<file path="config.mk">
export PLATFORM = sky130hd
export DESIGN_NAME = frame_tick_ctrl
export DESIGN_NICKNAME = d
export VERILOG_FILES = /design/src/rtl/frame_tick_ctrl.sv
export SDC_FILE = /design/constraint.sdc
export NUM_CORES = 1
export LEC_CHECK = 0
export ABC_AREA = 1
export CORE_ASPECT_RATIO = 0.75
export CORE_UTILIZATION = 51
export DETAILED_ROUTE_END_ITERATION = 6
export GPL_ROUTABILITY_DRIVEN = 0
export PLACE_DENSITY = 0.83
export SLEW_MARGIN = 0
export SYNTH_ARGS = -nofsm -noshare
export SYNTH_HDL_FRONTEND = slang
export SYNTH_SLANG_ARGS = --single-unit
</file>
<file path="constraint.sdc">
create_clock -name CLK -period 2.3 [get_ports CLK]
set_input_delay 0.69 -clock CLK [delete_from_list [all_inputs] [get_ports CLK]]
set_output_delay 0.69 -clock CLK [all_outputs]
set_load 0.02 [all_outputs]
</file>
<file path="src/rtl/frame_tick_ctrl.sv">
// ---------------------------------------------------------------------------
// frame_tick_ctrl
//
// Frame sequencer placed directly after a flex counter. It owns the counter's
// clear / count_enable / rollover_val and treats every rollover_flag seen in
// RUN as one bit-period tick. Ticks become per-bit shift_strobe pulses, a
// 0-based bit index and an end-of-frame pulse for the serial datapath.
//
// Optional feature macro: FRAME_TICK_CTRL_CONT_EN
//   defined   : DONE samples start and can chain straight into the next frame
//               (DONE's clear doubles as the counter load).
//   undefined : DONE always returns to IDLE.
//
// Ports
//   CLK            in   system clock, rising edge
//   RST            in   asynchronous, active-high reset
//   start          in   level request to run a frame
//   abort          in   terminate the frame in progress (LOAD/RUN only)
//   period_val     in   ticks per bit, 1..2^N-1
//   bits_per_frame in   bits per frame, 1..2^N-1
//   rollover_flag  in   tick from the flex counter
//   clear          out  counter clear (LOAD, DONE)
//   count_enable   out  counter enable (RUN)
//   rollover_val   out  latched period for the counter
//   shift_strobe   out  one cycle per bit boundary (combinational on the tick)
//   bit_idx        out  index of the bit currently timing
//   frame_done     out  one-cycle pulse on normal completion
//   busy           out  high in LOAD, RUN, DONE
//   cfg_err        out  one-cycle pulse when a start is rejected
// ---------------------------------------------------------------------------
module frame_tick_ctrl #(
    parameter int NUM_CNT_BITS = 4
) (
    input  logic                    CLK,
    input  logic                    RST,
    input  logic                    start,
    input  logic                    abort,
    input  logic [NUM_CNT_BITS-1:0] period_val,
    input  logic [NUM_CNT_BITS-1:0] bits_per_frame,
    input  logic                    rollover_flag,
    output logic                    clear,
    output logic                    count_enable,
    output logic [NUM_CNT_BITS-1:0] rollover_val,
    output logic                    shift_strobe,
    output logic [NUM_CNT_BITS-1:0] bit_idx,
    output logic                    frame_done,
    output logic                    busy,
    output logic                    cfg_err
);

    localparam logic [NUM_CNT_BITS-1:0] ONE = NUM_CNT_BITS'(1);

    typedef enum logic [1:0] {
        IDLE = 2'd0,
        LOAD = 2'd1,
        RUN  = 2'd2,
        DONE = 2'd3
    } state_t;

    state_t                  state_q, state_d;
    logic [NUM_CNT_BITS-1:0] period_q, period_d;
    logic [NUM_CNT_BITS-1:0] bits_q, bits_d;
    logic [NUM_CNT_BITS-1:0] bit_idx_q, bit_idx_d;
    logic                    cfg_err_q, cfg_err_d;
    logic                    clear_q, count_enable_q, frame_done_q, busy_q;

    logic cfg_ok;
    logic last_bit;

    assign cfg_ok   = (period_val != '0) && (bits_per_frame != '0);
    assign last_bit = (bit_idx_q == (bits_q - ONE));

    // Strobe is Mealy so the datapath shifts in the same cycle as the tick;
    // abort suppresses it, including on a coincident final tick.
    assign shift_strobe = (state_q == RUN) && rollover_flag && !abort;

    always_comb begin
        state_d   = state_q;
        period_d  = period_q;
        bits_d    = bits_q;
        bit_idx_d = bit_idx_q;
        cfg_err_d = 1'b0;
        case (state_q)
            IDLE: begin
                if (start) begin
                    if (cfg_ok) begin
                        state_d   = LOAD;
                        period_d  = period_val;
                        bits_d    = bits_per_frame;
                        bit_idx_d = '0;
                    end else begin
                        cfg_err_d = 1'b1;
                    end
                end
            end
            LOAD: begin
                state_d = abort ? IDLE : RUN;
            end
            RUN: begin
                if (abort) begin
                    state_d = IDLE;
                end else if (rollover_flag) begin
                    // Final tick leaves bit_idx on the last bit.
                    if (last_bit) state_d = DONE;
                    else          bit_idx_d = bit_idx_q + ONE;
                end
            end
            DONE: begin
`ifdef FRAME_TICK_CTRL_CONT_EN
                if (start && cfg_ok) begin
                    // DONE already holds clear high, so skip LOAD.
                    state_d   = RUN;
                    period_d  = period_val;
                    bits_d    = bits_per_frame;
                    bit_idx_d = '0;
                end else begin
                    state_d   = IDLE;
                    cfg_err_d = start;
                end
`else
                state_d = IDLE;
`endif
            end
            default: state_d = IDLE;
        endcase
    end

    // Moore outputs are registered from the next state so they line up with
    // the state they describe without a decode stage after the flops.
    always_ff @(posedge CLK or posedge RST) begin
        if (RST) begin
            state_q        <= IDLE;
            period_q       <= '0;
            bits_q         <= '0;
            bit_idx_q      <= '0;
            cfg_err_q      <= 1'b0;
            clear_q        <= 1'b0;
            count_enable_q <= 1'b0;
            frame_done_q   <= 1'b0;
            busy_q         <= 1'b0;
        end else begin
            state_q        <= state_d;
            period_q       <= period_d;
            bits_q         <= bits_d;
            bit_idx_q      <= bit_idx_d;
            cfg_err_q      <= cfg_err_d;
            clear_q        <= (state_d == LOAD) || (state_d == DONE);
            count_enable_q <= (state_d == RUN);
            frame_done_q   <= (state_d == DONE);
            busy_q         <= (state_d != IDLE);
        end
    end

    assign clear        = clear_q;
    assign count_enable = count_enable_q;
    assign rollover_val = period_q;
    assign bit_idx      = bit_idx_q;
    assign frame_done   = frame_done_q;
    assign busy         = busy_q;
    assign cfg_err      = cfg_err_q;

endmodule

</file>
==> results.py, run 1 <==
metrics = {
    "sta": {
        "hold_ws_ns": 0.492,
        "fmax_mhz": 448,
        "min_period_ns": 2.23,
        "finClkSkew_ns": 0.00320,
        "hold_viol": 0,
        "fin_ws_ns": 0.0665,
        "worst_pin_slew_ns": 0.335,
        "rsz0062_at_grt": "no",
        "finalCritPeriodShare_pct": 97.1,
        "setup_viol": 0,
        "slew_viol_final": 0,
        "maxSlewHeadroom_pct": 77.7,
    },
    "critical_path": {
        "cp_top_family": "buffers and inverters",
        "crit_path_cell_trace": "clkdlybuf4s50_1 -> inv_1 -> nand4_1 -> inv_2 -> buf_4",
        "worstReg2RegEnd": "bit_idx[1]",
        "arrival_ns": 1.54,
        "crit_buf_inv": 4,
        "r2r_start": "bits_q[0]",
        "critical_path_class": "input port to output pin",
        "critical_path.startpoint_type": "input port",
        "required_ns": 1.61,
        "slowest_stage": "clkdlybuf4s50_1",
        "reg2reg_setup_slack_ns": 0.77,
        "crit_fanout": 2,
        "cpPeakStageDelay_ns": 0.41,
        "ff2ff_path_depth": 9,
        "endpoint_kind": "output pin",
        "timing.critical_path.from": "abort",
    },
    "routing": {
        "first_pass_iters": 4,
        "post-route-drc-count": 0,
        "antenna_left": 0,
        "routed_wl_um": 2030,
        "via_per_inst": 4.84,
        "wl_per_cell_um": 11.5,
        "drt_iter0_markers": 7,
        "dr_total_vias": 856,
    },
    "yosys": {
        "syn_area_sq_um": 1030,
        "synth_seq_cells": 19,
        "synthCells": 122,
        "synth.distinct_cells": 20,
        "yosys_warnings": 0,
        "syn_nets": 137,
        "seq_area_frac_synth_pct": 46.3,
        "syn_area_per_cell_sq_um": 8.41,
    },
    "die": {
        "initial_core_util_pct": 56.8,
        "die_h_um": 40.8,
        "dieArea_sq_um": 2200,
        "core_sq_um": 1810,
        "io-pin-count": 27,
        "rows": 13,
        "dieWidth_um": 53.8,
    },
    "clock_network": {
        "cts_buffers": 3,
        "cts_tree": "built",
        "cts_setup_buffers": 0,
        "cts_buffer_depth": 2,
        "hold_buffers": 0,
        "clk_pin_slew_worst_paths_ns": 0.10,
        "cts_root_buf": "clkbuf_4",
        "htreeDepth": 1,
        "clk_latency_ns": 0.30,
        "cts_sinks": 19,
    },
    "layout": {
        "num_antenna_cells": 0,
        "drive_above_1_share_pct": 19.4,
        "fill_cells": 150,
        "final_cell_area_sq_um": 1360,
        "final_cells": 177,
        "syn_to_final_growth_pct": 32.2,
        "final_cell_mix": "nand2_1, clkdlybuf4s50_1, dfrtp_1, inv_1, nand3_1",
        "fin_nets": 171,
        "final_common_cell": "nand2_1",
    },
    "hold_path": {
        "worstHoldEndpoint": "rollover_val[0]",
        "worstHoldStart": "rollover_val[0]",
        "min_path_cells": 2,
        "hp-class": "flip-flop to flip-flop",
    },
    "power": {
        "p_leak_nw": 0.704,
        "total_power_uw": 985,
        "power.density_nw_per_um2": 726,
        "peakVddDrop_uv": 458,
    },
    "global_routing": {
        "grt_max_degree": 20,
        "grt_usage_pct": 21.8,
        "grt_pass1_vias": 792,
        "grt_pass1_wl_um": 3270,
        "antenna_found_initial": 0,
        "grt_overflow": 0,
    },
    "place": {
        "dpl.hpwl_um": 1630,
        "dpl.cell_count": 173,
        "port_buffers": 26,
        "place_area_sq_um": 1330,
        "pre_cts_ws_ns": -0.406,
    },
    "run_status": {
        "outcome": "complete, no violations",
    },
    "flow_run": {
        "maxCapViolCount": 0,
    },
}
-- worst register-to-register path: cells and delay by family (launching register included) --
kind	cells	cell delay, ns
fa+ha+maj	1	0.30
buf+inv	1	0.08
flops	1	0.38
simple gates	7	0.68
-- worst max-delay path by stage --
stage | endpoint | slack [ns] | depth (start not counted)
final | shift_strobe | 0.07 | 5
after floorplan | shift_strobe | 0.60 | 3
after global placement | shift_strobe | -0.32 | 4
after global routing | shift_strobe | 0.008 | 5
after CTS | shift_strobe | 0.03 | 5
after detailed placement | shift_strobe | -0.41 | 5
-- per-layer routing --
layer	track usage (%)	wire, um	up-vias	share of wire (%)
met4	3.95	6	0	0.30
met3	7.41	82	2	4.0
met1	25.3	915	401	45
li1	-	-	440	-
met2	39.8	1020	13	50
met5	0	0	-	0
-- cell usage after synthesis (all sizes together) --
cell type  count  area [sq um]
o21ai          9          75.1
nand4          4          40.0
nand2         37           149
ha             2          25.0
dfrtp         19           475
buf            1          11.3
xor2           2          17.5
xnor2          2          17.5
or2            1          6.26
nor2           7          33.8
nand3         12          77.6
inv           26          97.6
-- where the power goes --
| group | internal [mW] | switching [mW] | total [mW] |
|---|---|---|---|
| logic | 0.166 | 0.218 | 0.385 |
| registers | 0.388 | 0.0417 | 0.430 |
| clock network | 0.0675 | 0.103 | 0.170 |
| total | 0.622 | 0.363 | 0.985 |
-- cell type report --
cell class	instances	area, sq um	share of cell area [%]
repair buffers	30	288	21.2
well taps	22	27.5	2.03
clock buffers	4	26.3	1.94
inverters	26	97.6	7.20
flip-flops and latches	19	475	35.1
multi-input cells	76	442	32.6
-- registers in the layout (all words and copies together) (netlist names) --
name	flops
bit_idx	4
bits_q	4
busy	1
cfg_err	1
clear	1
count_enable	1
frame_done	1
rollover_val	4
state_q	2
-- kinds of logic after synthesis --
| kind of cell | count (synthesis) | synth area share (%) |
|---|---|---|
| and+or+nand+nor | 61 | 29.9 |
| buffers and inverters | 27 | 10.6 |
| DFF | 19 | 46.3 |
| AOI/OAI and AO/OA | 9 | 7.32 |
| xor gates and xnor gates | 4 | 3.42 |
| adders and majority gates | 2 | 2.44 |
-- stage by stage --
step / TNS, ns / util (%)
floorplan: 0 / -
global placement: -0.322 / 73.8
detailed placement: -0.406 / 73.8
CTS: 0 / 75.0
global route: 0 / 75.1
finish: 0 / 75.1
-- what timing repair did --
item,CTS,global route
resized for setup,4,2
setup endpoints to repair,1,1
pin swaps,0,1
Power figures use the tool's default switching activity.
==> run 2: changes to the inputs <==
GPL_TIMING_DRIVEN = 0   (was not set)
==> run 2 against run 1 <==
Register-to-register slack barely moved. Setup slack got worse by 0.034 ns. Maximum frequency fell by 1.5%. Routed wire length rose by 8.3%. Final cell count fell by 1.7%. Via count rose by 2.9%. Flip-flop and latch count did not move.
==> results.py, run 2 (synthesized netlist as in run 1, its figures left out) <==
metrics = {
    "place": {
        "place_area_sq_um": 1310,
        "pre_cts_ws_ns": -0.380,
        "dpl.hpwl_um": 1760,
        "dpl.cell_count": 170,
        "port_buffers": 26,
    },
    "routing": {
        "via_per_inst": 5.06,
        "drt_iter0_markers": 17,
        "first_pass_iters": 4,
        "routed_wl_um": 2200,
        "dr_total_vias": 881,
        "wl_per_cell_um": 12.6,
        "antenna_left": 0,
        "post-route-drc-count": 0,
    },
    "power": {
        "power.density_nw_per_um2": 746,
        "pwr-share-comb_pct": 38.9,
        "pwr-share-clk_pct": 17.9,
        "p_sw_share_pct": 37.7,
        "total_power_uw": 998,
        "peakVddDrop_uv": 511,
        "p_int_uw": 622,
        "power_switching_uw": 377,
        "p_leak_nw": 0.692,
        "power_frac_seq_pct": 43.1,
    },
    "critical_path": {
        "cpPeakStageDelay_ns": 0.41,
        "cp_top_family": "buffers and inverters",
        "endpoint_kind": "output pin",
        "crit_buf_inv": 4,
        "cpMostUsedCell": "inv_1",
        "reg2reg_setup_slack_ns": 0.77,
        "slowest_stage": "clkdlybuf4s50_1",
        "required_ns": 1.61,
        "crit_fanout": 2,
        "arrival_ns": 1.58,
        "critical_path_class": "input port to output pin",
        "crit_path_cell_trace": "clkdlybuf4s50_1 -> inv_1 -> nand4_1 -> inv_1 -> buf_2",
        "critical_path.startpoint_type": "input port",
    },
    "sta": {
        "rsz0062_at_grt": "no",
        "hold_viol": 0,
        "fin_ws_ns": 0.0325,
        "fin_setup_tns_ns": 0,
        "maxSlewHeadroom_pct": 54.0,
        "finalCritPeriodShare_pct": 98.6,
        "hold_ws_ns": 0.492,
        "worst_pin_slew_ns": 0.689,
        "setup_viol": 0,
        "slew_viol_final": 0,
        "min_period_ns": 2.27,
        "fmax_mhz": 441,
        "finClkSkew_ns": 0.00712,
    },
    "clock_network": {
        "cts_buffer_depth": 2,
        "cts_buffers": 3,
        "htreeDepth": 1,
        "cts_root_buf": "clkbuf_4",
        "cts_tree": "built",
        "clk_pin_slew_worst_paths_ns": 0.11,
        "clk_latency_ns": 0.31,
        "cts_sinks": 19,
    },
    "die": {
        "dieWidth_um": 53.8,
        "die_h_um": 40.8,
        "core_sq_um": 1810,
        "dieArea_sq_um": 2200,
        "io-pin-count": 27,
        "rows": 13,
        "initial_core_util_pct": 56.8,
    },
    "layout": {
        "final_common_cell": "nand2_1",
        "drive_above_1_share_pct": 17.8,
        "num_antenna_cells": 0,
        "syn_to_final_growth_pct": 30.5,
        "utilization_pct": 74.2,
        "final_cell_area_sq_um": 1340,
        "final_cell_mix": "nand2_1, clkdlybuf4s50_1, inv_1, dfrtp_1, nand3_1",
        "fin_nets": 168,
        "final_cells": 174,
    },
    "global_routing": {
        "grt_overflow": 0,
        "grt_pass1_wl_um": 3720,
        "grt_usage_pct": 26.1,
        "antenna_found_initial": 0,
        "met3_usage_pct": 8.52,
        "grt_pass1_vias": 887,
        "use_met2_pct": 49.1,
        "globalRouteMet1Util_pct": 26.5,
        "busiest_layer": "met2",
        "grt_max_degree": 20,
    },
    "flow_run": {
        "maxCapViolCount": 0,
    },
    "hold_path": {
        "hp-class": "flip-flop to flip-flop",
    },
    "run_status": {
        "outcome": "complete, no violations",
    },
}
[run 2: cell types whose count changed in the layout (fill, tap and decap cells not counted), sizes merged]
cell / before / now
buf: 5 / 2
clkbuf: 4 / 3
clkinvlp: 0 / 1
[run 2: routing by layer]
metal,routed length (um),part of all wire [%]
met5,0,0
met4,53,2.4
met3,98,4.5
met2,1130,52
met1,910,41
[run 2: tightest hold or removal path, delay by kind of cell, from the launching register on]
family	cells	cell delay, ns
flops	1	0.36
simple gates	1	0.06
compound gates	1	0.05
[run 2: final timing paths]
check / startpoint / to / cells after the start
min in group asynchronous: RST / rollover_val[1] / 2
hold reg to reg: rollover_val[1] / rollover_val[1] / 2
hold / removal: rollover_val[1] / rollover_val[1] / 2
setup reg to reg: bits_q[0] / bit_idx[1] / 9
max in group asynchronous: RST / bit_idx[0] / 2
setup / recovery: abort / shift_strobe / 5
[run 2: layout make-up]
cell class	instances	area, sq um
plain buffers	1	11.3
inverters	26	97.6
clock buffers	3	22.5
well taps	22	27.5
repair buffers	26	255
fillers	138	467
multi-input cells	76	442
clock inverters	1	7.51
flip-flops and latches	19	475
[run 2: power by group through the flow]
stage	Clock [mW]	Sequential [mW]	Combinational (mW)
2_1_floorplan	0	0.471	0.222
3_3_place_gp	0	0.434	0.376
3_5_place_dp	0	0.438	0.391
4_1_cts	0.182	0.431	0.392
5_1_grt	0.198	0.439	0.428
6_report	0.179	0.431	0.389
[run 2: repair_timing]
action	CTS	global route
hold buffers	0	0
setup buffers	0	0
resized for setup	4	0
setup endpoints to repair	1	0
==> run 3: changes to the inputs <==
CORE_UTILIZATION = 47   (was 51)
PLACE_DENSITY = 0.78   (was 0.83)
SLEW_MARGIN = 10   (was 0)
clock period = 2.6 ns   (was 2.3 ns; I/O delays follow)
==> run 3 against run 2 <==
Sequential power fell by 11%. Utilization decreased by 8.0 points. Count of clock-buffer cells in the layout is the same. Highest routed layer is now met3. Setup slack improved by 0.019 ns. Final cell count increased by 1.1%. First-iteration DRC count down 12%. Combinational power down 12%. Routed wire length is 6.9% lower. Clock power is 19% lower. Critical path type unchanged.
==> results.py, run 3 (synthesized netlist as in run 1, its figures left out) <==
metrics = {
    "power": {
        "peakVddDrop_uv": 503,
        "power.density_nw_per_um2": 647,
        "total_power_uw": 869,
        "p_leak_nw": 0.695,
    },
    "routing": {
        "first_pass_iters": 4,
        "routed_wl_um": 2040,
        "dr_total_vias": 882,
        "post-route-drc-count": 0,
        "via_per_inst": 5.01,
        "drt_iter0_markers": 15,
        "antenna_left": 0,
        "wl_per_cell_um": 11.6,
    },
    "global_routing": {
        "grt_max_degree": 20,
        "grt_pass1_wl_um": 3570,
        "antenna_found_initial": 0,
        "grt_usage_pct": 19.8,
        "grt_pass1_vias": 907,
        "grt_overflow": 0,
    },
    "sta": {
        "min_period_ns": 2.55,
        "finClkSkew_ns": 0.00518,
        "hold_viol": 0,
        "hold_ws_ns": 0.498,
        "fmax_mhz": 392,
        "maxSlewHeadroom_pct": 52.6,
        "slew_viol_final": 0,
        "setup_viol": 0,
        "finalCritPeriodShare_pct": 98.0,
        "rsz0062_at_grt": "no",
        "worst_pin_slew_ns": 0.710,
    },
    "critical_path": {
        "required_ns": 1.82,
        "critical_path.startpoint_type": "input port",
        "endpoint_kind": "output pin",
        "crit_fanout": 2,
        "reg2reg_setup_slack_ns": 1.05,
        "critical_path_class": "input port to output pin",
        "arrival_ns": 1.77,
    },
    "clock_network": {
        "cts_root_buf": "clkbuf_4",
        "cts_buffer_depth": 2,
        "hold_buffers": 0,
        "cts_tree": "built",
        "htreeDepth": 1,
        "cts_sinks": 19,
        "clk_latency_ns": 0.30,
        "clk_pin_slew_worst_paths_ns": 0.10,
        "cts_buffers": 3,
    },
    "die": {
        "die_h_um": 42.5,
        "dieArea_sq_um": 2380,
        "initial_core_util_pct": 50.5,
        "io-pin-count": 27,
        "rows": 14,
        "core_sq_um": 2030,
        "dieWidth_um": 56.0,
    },
    "layout": {
        "final_cell_mix": "nand2_1, clkdlybuf4s50_1, inv_1, dfrtp_1, nand3_1",
        "fill_cells": 166,
        "multi_input_comb_area_sq_um": 442,
        "num_antenna_cells": 0,
        "final_cells": 176,
        "register_area_sq_um": 475,
        "fin_nets": 168,
        "final_common_cell": "nand2_1",
        "final_cell_area_sq_um": 1340,
        "syn_to_final_growth_pct": 31.0,
        "drive_above_1_share_pct": 17.1,
    },
    "place": {
        "dpl.hpwl_um": 1670,
        "dpl.cell_count": 172,
        "port_buffers": 26,
        "place_area_sq_um": 1320,
    },
    "hold_path": {
        "hp-class": "flip-flop to flip-flop",
    },
    "flow_run": {
        "maxCapViolCount": 0,
    },
    "run_status": {
        "outcome": "complete, no violations",
    },
}
==> run 3: path summary, 6_finish.rpt <==
check,from,to,cells past startpoint
setup / recovery,rollover_flag,shift_strobe,4
hold / removal,rollover_val[2],rollover_val[2],2
setup reg to reg,bits_q[0],bit_idx[1],9
hold reg to reg,rollover_val[2],rollover_val[2],2
max in group asynchronous,RST,bits_q[1],2
min in group asynchronous,RST,frame_done,2
==> run 3: metal layers <==
metal | vias up | part of all wire [%] | global-route usage, %
li1 | 436 | - | -
met1 | 429 | 43 | 22.4
met2 | 17 | 52 | 34.7
met3 | 0 | 5.0 | 8.02
met4 | 0 | 0 | 5.85
met5 | - | 0 | 0
==> run 3: critical path, cell delays in order <==
cell and delay [ns]:
clkdlybuf4s50_1 0.47, nand4_1 0.11, inv_1 0.11, clkdlybuf4s15_1 0.30
==> run 3: final cells by class <==
| type | instances | area share (%) |
|---|---|---|
| clock buffers | 3 | 1.68 |
| flip-flops and latches | 19 | 35.4 |
| clock inverters | 1 | 0.372 |
| well taps | 24 | 2.23 |
| plain buffers | 1 | 0.838 |
| inverters | 26 | 7.26 |
| repair buffers | 26 | 19.4 |
| multi-input cells | 76 | 32.9 |
==> run 3: where the power goes <==
group / switching [mW] / internal [mW]
sequential: 0.0383 / 0.344
clock: 0.0877 / 0.0573
combinational: 0.195 / 0.148
total: 0.321 / 0.549
==> run 3: repair_timing <==
action,4_1_cts,5_1_grt
gates resized for setup,1,1
endpoints found under the setup margin,1,1
pin swaps,0,0
setup buffers,0,0
==> run 3: stage by stage <==
stage	setup TNS, ns	utilization, %	setup slack, ns
finish	0	66.1	0.0515
global route	0	66.1	0.0222
CTS	0	66.1	0.0263
detailed placement	-0.243	64.8	-0.243
global placement	-0.245	64.8	-0.245
floorplan	0	-	0.717
